[config.mk]
export PLATFORM = sky130hd
export DESIGN_NAME = riscv_multicycle_ctrl
export DESIGN_NICKNAME = d
export VERILOG_FILES = /design/src/rtl/riscv_multicycle_ctrl.sv
export SDC_FILE = /design/constraint.sdc
export NUM_CORES = 1
export LEC_CHECK = 0
export BUFFER_PORTS_ARGS = -buffer_cell sky130_fd_sc_hd__buf_2
export CAP_MARGIN = 20
export CORE_UTILIZATION = 40
export CTS_CLUSTER_DIAMETER = 30
export DETAILED_ROUTE_END_ITERATION = 7
export PLACE_DENSITY = 0.66
export SKIP_LAST_GASP = 1
export SLEW_MARGIN = 20
export SYNTH_ARGS = -nofsm -noshare
export SYNTH_HDL_FRONTEND = slang
export SYNTH_SLANG_ARGS = --single-unit
[constraint.sdc]
create_clock -name clk -period 5.75 [get_ports clk]
set_clock_uncertainty 0.05 [all_clocks]
set_input_delay 0.2875 -clock clk [delete_from_list [all_inputs] [get_ports clk]]
set_output_delay 0.2875 -clock clk [all_outputs]
set_load 0.02 [all_outputs]
[src/rtl/riscv_multicycle_ctrl.sv]
// Multicycle sequencer: FETCH/DECODE/EXEC/MEM/WB control for the core datapath.
// Ports: imem/dmem req-ready, IR-derived datapath strobes, state, flags, retire count.
module riscv_multicycle_ctrl #(
    parameter int unsigned TIMEOUT = 16,
    parameter int unsigned CNT_W   = 32
) (
    input  logic             clk,
    input  logic             rst,
    input  logic             start,
    input  logic [31:0]      instr,
    output logic             imem_req,
    input  logic             imem_ready,
    output logic             dmem_req,
    output logic             dmem_we,
    input  logic             dmem_ready,
    input  logic             alu_zero_flag,
    input  logic             last_instr_flag,
    output logic             ir_write_en,
    output logic             pc_write_en,
    output logic [1:0]       pc_sel,
    output logic             reg_write_en,
    output logic             alu_src_b,
    output logic [1:0]       mem_to_reg_sel,
    output logic [3:0]       alu_op,
    output logic [2:0]       state_out,
    output logic             finish_flag,
    output logic             error_flag,
    output logic [CNT_W-1:0] instr_count
);

    typedef enum logic [2:0] {
        S_IDLE, S_FETCH, S_DECODE, S_EXEC,
        S_MEM, S_WB, S_HALT, S_ERROR
    } state_t;

    localparam logic [6:0] OP_R    = 7'b0110011;
    localparam logic [6:0] OP_I    = 7'b0010011;
    localparam logic [6:0] OP_LD   = 7'b0000011;
    localparam logic [6:0] OP_ST   = 7'b0100011;
    localparam logic [6:0] OP_BR   = 7'b1100011;
    localparam logic [6:0] OP_JAL  = 7'b1101111;
    localparam logic [6:0] OP_JALR = 7'b1100111;
    localparam logic [6:0] OP_LUI  = 7'b0110111;

    localparam logic [3:0] A_ADD  = 4'd0;
    localparam logic [3:0] A_SUB  = 4'd1;
    localparam logic [3:0] A_AND  = 4'd2;
    localparam logic [3:0] A_OR   = 4'd3;
    localparam logic [3:0] A_XOR  = 4'd4;
    localparam logic [3:0] A_SLL  = 4'd5;
    localparam logic [3:0] A_SRL  = 4'd6;
    localparam logic [3:0] A_SRA  = 4'd7;
    localparam logic [3:0] A_SLT  = 4'd8;
    localparam logic [3:0] A_SLTU = 4'd9;
    localparam logic [3:0] A_PASS = 4'd10;

    localparam int WW = (TIMEOUT > 1) ? $clog2(TIMEOUT) : 1;
    localparam logic [WW-1:0] LIM = WW'((TIMEOUT > 0) ? TIMEOUT - 1 : 0);

    state_t          state, nx;
    logic [31:0]     ir;
    logic [WW-1:0]   wait_cnt;
    logic            retire;
    logic            timeout_hit;

    logic [6:0] opc;
    logic [2:0] f3;
    logic       f7b5;
    logic       is_r, is_i, is_ld, is_st, is_br, is_jal, is_jalr, is_lui;
    logic       legal, taken;
    logic [3:0] f3_op, dec_op;
    logic       unused_ir;

    assign opc  = ir[6:0];
    assign f3   = ir[14:12];
    assign f7b5 = ir[30];
    assign unused_ir = ^{ir[31], ir[29:15], ir[11:7]};

    assign is_r    = (opc == OP_R);
    assign is_i    = (opc == OP_I);
    assign is_ld   = (opc == OP_LD);
    assign is_st   = (opc == OP_ST);
    assign is_br   = (opc == OP_BR) && (f3[2:1] == 2'b00);
    assign is_jal  = (opc == OP_JAL);
    assign is_jalr = (opc == OP_JALR);
    assign is_lui  = (opc == OP_LUI);
    assign legal   = is_r | is_i | is_ld | is_st | is_br
                   | is_jal | is_jalr | is_lui;

    // BEQ (f3=000) takes on zero, BNE (f3=001) on non-zero
    assign taken = f3[0] ? ~alu_zero_flag : alu_zero_flag;

    assign timeout_hit = (TIMEOUT != 0) && (wait_cnt == LIM);
    assign state_out   = state;

    // funct7[5] only selects SUB for R-type; I-type imm bit 30 is data
    always_comb begin
        f3_op = A_ADD;
        case (f3)
            3'b000:  f3_op = (is_r && f7b5) ? A_SUB : A_ADD;
            3'b001:  f3_op = A_SLL;
            3'b010:  f3_op = A_SLT;
            3'b011:  f3_op = A_SLTU;
            3'b100:  f3_op = A_XOR;
            3'b101:  f3_op = f7b5 ? A_SRA : A_SRL;
            3'b110:  f3_op = A_OR;
            default: f3_op = A_AND;
        endcase
    end

    always_comb begin
        dec_op = A_ADD;
        unique case (1'b1)
            is_r, is_i: dec_op = f3_op;
            is_br:      dec_op = A_SUB;
            is_lui:     dec_op = A_PASS;
            default:    dec_op = A_ADD;
        endcase
    end

    always_comb begin
        nx             = state;
        retire         = 1'b0;
        imem_req       = 1'b0;
        ir_write_en    = 1'b0;
        dmem_req       = 1'b0;
        dmem_we        = 1'b0;
        pc_write_en    = 1'b0;
        pc_sel         = 2'b00;
        reg_write_en   = 1'b0;
        alu_src_b      = 1'b0;
        mem_to_reg_sel = 2'b00;
        alu_op         = A_ADD;
        case (state)
            S_IDLE: if (start) nx = S_FETCH;
            S_FETCH: begin
                imem_req = 1'b1;
                if (imem_ready) begin
                    ir_write_en = 1'b1;
                    nx          = S_DECODE;
                end else if (timeout_hit) begin
                    nx = S_ERROR;
                end
            end
            S_DECODE: nx = legal ? S_EXEC : S_ERROR;
            S_EXEC: begin
                alu_op    = dec_op;
                alu_src_b = ~(is_r | is_br | is_jal);
                unique case (1'b1)
                    is_ld, is_st: nx = S_MEM;
                    is_br: begin
                        pc_write_en = 1'b1;
                        pc_sel      = taken ? 2'b01 : 2'b00;
                        retire      = 1'b1;
                    end
                    is_jal, is_jalr: begin
                        pc_write_en    = 1'b1;
                        pc_sel         = is_jal ? 2'b01 : 2'b10;
                        reg_write_en   = 1'b1;
                        mem_to_reg_sel = 2'b10;
                        retire         = 1'b1;
                    end
                    default: nx = S_WB;
                endcase
            end
            S_MEM: begin
                dmem_req = 1'b1;
                if (dmem_ready) begin
                    if (is_st) begin
                        dmem_we     = 1'b1;
                        pc_write_en = 1'b1;
                        retire      = 1'b1;
                    end else begin
                        nx = S_WB;
                    end
                end else if (timeout_hit) begin
                    nx = S_ERROR;
                end
            end
            S_WB: begin
                reg_write_en   = 1'b1;
                mem_to_reg_sel = is_ld ? 2'b01 : 2'b00;
                pc_write_en    = 1'b1;
                retire         = 1'b1;
            end
            default: nx = state;
        endcase
        if (retire) nx = last_instr_flag ? S_HALT : S_FETCH;
    end

    always_ff @(posedge clk or negedge rst) begin
        if (!rst) begin
            state       <= S_IDLE;
            ir          <= '0;
            wait_cnt    <= '0;
            instr_count <= '0;
            finish_flag <= 1'b0;
            error_flag  <= 1'b0;
        end else begin
            state <= nx;
            if (ir_write_en) ir <= instr;
            if (retire) instr_count <= instr_count + CNT_W'(1);
            if (nx == S_HALT) finish_flag <= 1'b1;
            if (nx == S_ERROR) error_flag <= 1'b1;
            if (nx != state && (nx == S_FETCH || nx == S_MEM))
                wait_cnt <= '0;
            else if (nx == state && TIMEOUT != 0 &&
                     ((state == S_FETCH && !imem_ready) ||
                      (state == S_MEM && !dmem_ready)))
                wait_cnt <= wait_cnt + WW'(1);
        end
    end

endmodule

==> results.toml <==
[drt]
via_count = 2170
post_drt_via_cell_ratio = 5.22
final_antenna_net_count = 0
wirelength_mm = 5.71
wl_per_cell_microns = 13.7
drtIter0Drc = 90
dr.pass1.iters = 8
post-route-drc-count = 3

[global_route]
grt_max_degree = 53
grt_pass1_vias = 2006
grt_pass1_wl_mm = 9.72
grt_remaining_overflow = 0
antenna_found_initial = 0
grtUsageTotal = 0.170

[synth]
ys_warn_count = 0
synthCells = 269
synth_edf_count = 0
syn_area_sq_um = 2740
synth.distinct_cells = 50
synthFlopType = "dfrtp_1"
async_flop_share = 1.00
syn_avg_cell_area_sq_um = 10.2
ys_ff_latch = 52
synth_fp_nets = 310
synth_seq_area_share = 0.476

[setup_path]
reg2reg_depth = 8
cp_slowest_cell = "nor3_1"
path_buf_inv = 1
r2r_slack_ns = 2.92
path_cells = "nand4bb_1 -> or3_4 -> and3_4 -> clkinv_8 -> nand4_4 -> nor3_1 -> nand4_1 -> xnor2_1"
slowest_delay_ns = 0.53
critPathKind = "reg -> reg"
cp_max_fo = 9
crit_family = "simple AND/OR/NAND/NOR gates"
cp.depth = 8
cp.required_ns = 5.90
crit_path_start_kind = "register"
end_kind = "register"
worstPathArrival_ns = 2.98

[clocking]
cts.sinks = 52
clkLatencyLatePin_ns = 0.30
cts_tree = "done"
clkTransAtPathRegs_ns = 0.10
cts_resized = 0
htreeDepth = 2
holdBufCountCts = 0
cts-root-buf = "clkbuf_8"
cts_made_buffers = 5
clockBufferDepth = 2
cts_setup_buffers = 0

[pwr]
power.leakage_nw = 1.64
power_frac_comb = 0.344
clkPwrFrac = 0.185
total_power_w = 0.00117
p_per_area_nw_per_um2 = 359
power_switching_w = 0.000475
sw_frac_of_total = 0.407
power.internal_w = 0.000692
ir_drop_uv = 189
power_frac_seq = 0.471

[final_layout]
final_net_count = 379
nFillCells = 651
layout_common_cells = "buf_2 (69), dfrtp_1 (52), nand2_1 (24)"
ff_latch_area_sq_um = 1300
multiInputGateArea_sq_um = 1350
drive_above_1_share = 0.304
area_delta_synth_final_pct = 18.7
num_antenna_cells = 0
final_common_cell = "buf_2"

[timing]
setup_violations = 0
min_period_over_period = 0.492
finalCriticalPeriod_ns = 2.83
finalHoldWorstSlack_ns = 0.0356
tns_ns = 0
rsz0062_at_grt = "no"
hold_viol_final = 0
fmax_ghz = 0.353
drv_slew = 0
slew_headroom = 0.553
max_slew.worst_pin.slew_ns = 0.671

[floorplan]
num_rows = 29
design.core.area_sq_um = 6460
die_w_microns = 84.7
ioPinCount = 91
die_y_microns = 84.7
die_area_sq_um = 7180
initial_core_util = 0.424

[placed_design]
place.gp.congestion = 0.796
dpl.hpwl_mm = 4.25
portBuffers = 69

[status]
status = "complete, but fails checks"
violations = "design-rule violations"

[flow_run]
maxCapViolCount = 0

[hold_path]
holdCritPathClass = "in -> async"
## registers in the layout (all words and copies together) (netlist names)
| signal | count |
|---|---|
| instr_count | 32 |
| ir | 11 |
| wait_cnt | 4 |
| state_out | 3 |
| error_flag | 1 |
| finish_flag | 1 |
## per-layer routing
layer	track usage	part of all wire	wire, microns
met4	0.0447	0.0084	48
met2	0.256	0.45	2570
met5	0	0	0
met3	0.0393	0.038	219
met1	0.248	0.50	2870
## logic make-up (layout without fill, tap and decap cells)
logic type	count (synthesis)	after routing	synth area share
simple gates	117	117	0.249
flops	52	52	0.476
compound gates	35	35	0.0832
xor+xnor	34	34	0.109
buf+inv	18	88	0.0297
mux	11	11	0.0448
fa+ha+maj	2	2	0.00914
## final timing paths
| check | endpoint | from |
|---|---|---|
| worst max-delay path | instr_count[17]$_DFFE_PN0P_ | ir[3]$_DFFE_PN0P_ |
| worst min-delay path | wait_cnt[3]$_DFFE_PN0P_ | rst |
| worst max register to register | instr_count[17]$_DFFE_PN0P_ | ir[3]$_DFFE_PN0P_ |
| worst min register to register | instr_count[31]$_DFFE_PN0P_ | instr_count[31]$_DFFE_PN0P_ |
| max in group asynchronous | instr_count[12]$_DFFE_PN0P_ | rst |
| min in group clk | ir[13]$_DFFE_PN0P_ | instr[13] |
## cell usage after synthesis, drive strengths merged (2+ instances only)
cell type	instances	area, sq um
and4b	3	31.3
xnor2	17	149
nor2	22	92.6
nor2b	3	18.8
or3	5	36.3
nand4bb	2	22.5
inv	9	33.8
o2111ai	2	17.5
ha	2	25.0
a31o	2	17.5
o21ai	9	45.0
and4	3	26.3
o21bai	2	15.0
o221ai	2	17.5
dfrtp	52	1300
o211ai	3	22.5
nand3b	3	22.5
and3	9	62.6
o21a	2	15.0
clkbuf	6	22.5
buf	2	8.75
nor3	8	40.0
nand2	24	90.1
xor2	17	149
or4	2	20.0
nand3	18	90.1
nor3b	4	30.0
mux2	10	113
nand4	3	33.8
a21oi	8	40.0
and2	4	25.0
## cell type report
| class | count | share of cell area |
|---|---|---|
| Clock inverter | 3 | 0.00770 |
| Sequential cell | 52 | 0.401 |
| Clock buffer | 5 | 0.0212 |
| Inverter | 10 | 0.0154 |
| Timing Repair Buffer | 70 | 0.109 |
| Tap cell | 77 | 0.0297 |
| Multi-Input combinational cell | 199 | 0.417 |
## worst register-to-register path: stages (launching register included)
cell and delay [ns]:
dfrtp_1 0.45, nand4bb_1 0.41, or3_4 0.50, and3_4 0.22
clkinv_8 0.07, nand4_4 0.14, nor3_1 0.54, nand4_1 0.19
xnor2_1 0.15
## through the flow
| step | worst slack, ns | util | area, sq um | cells |
|---|---|---|---|---|
| 3_3_place_gp | 2.91 | 0.488 | 3150 | 408 |
| 3_5_place_dp | 2.88 | 0.488 | 3150 | 408 |
| 5_1_grt | 2.58 | 0.503 | 3250 | 416 |
| 2_1_floorplan | 3.17 | - | 2740 | 269 |
| 4_1_cts | 2.87 | 0.503 | 3250 | 416 |
| 6_report | 2.92 | 0.503 | 3250 | 416 |
## power by group through the flow
stage	logic, W	registers (W)	clock network, W
floorplan	0.000297	0.000539	0
global placement	0.000395	0.000552	0
detailed placement	0.000400	0.000556	0
CTS	0.000401	0.000548	0.000228
global route	0.000442	0.000564	0.000240
finish	0.000402	0.000549	0.000216
No activity file was read; power rests on OpenSTA's default activity.
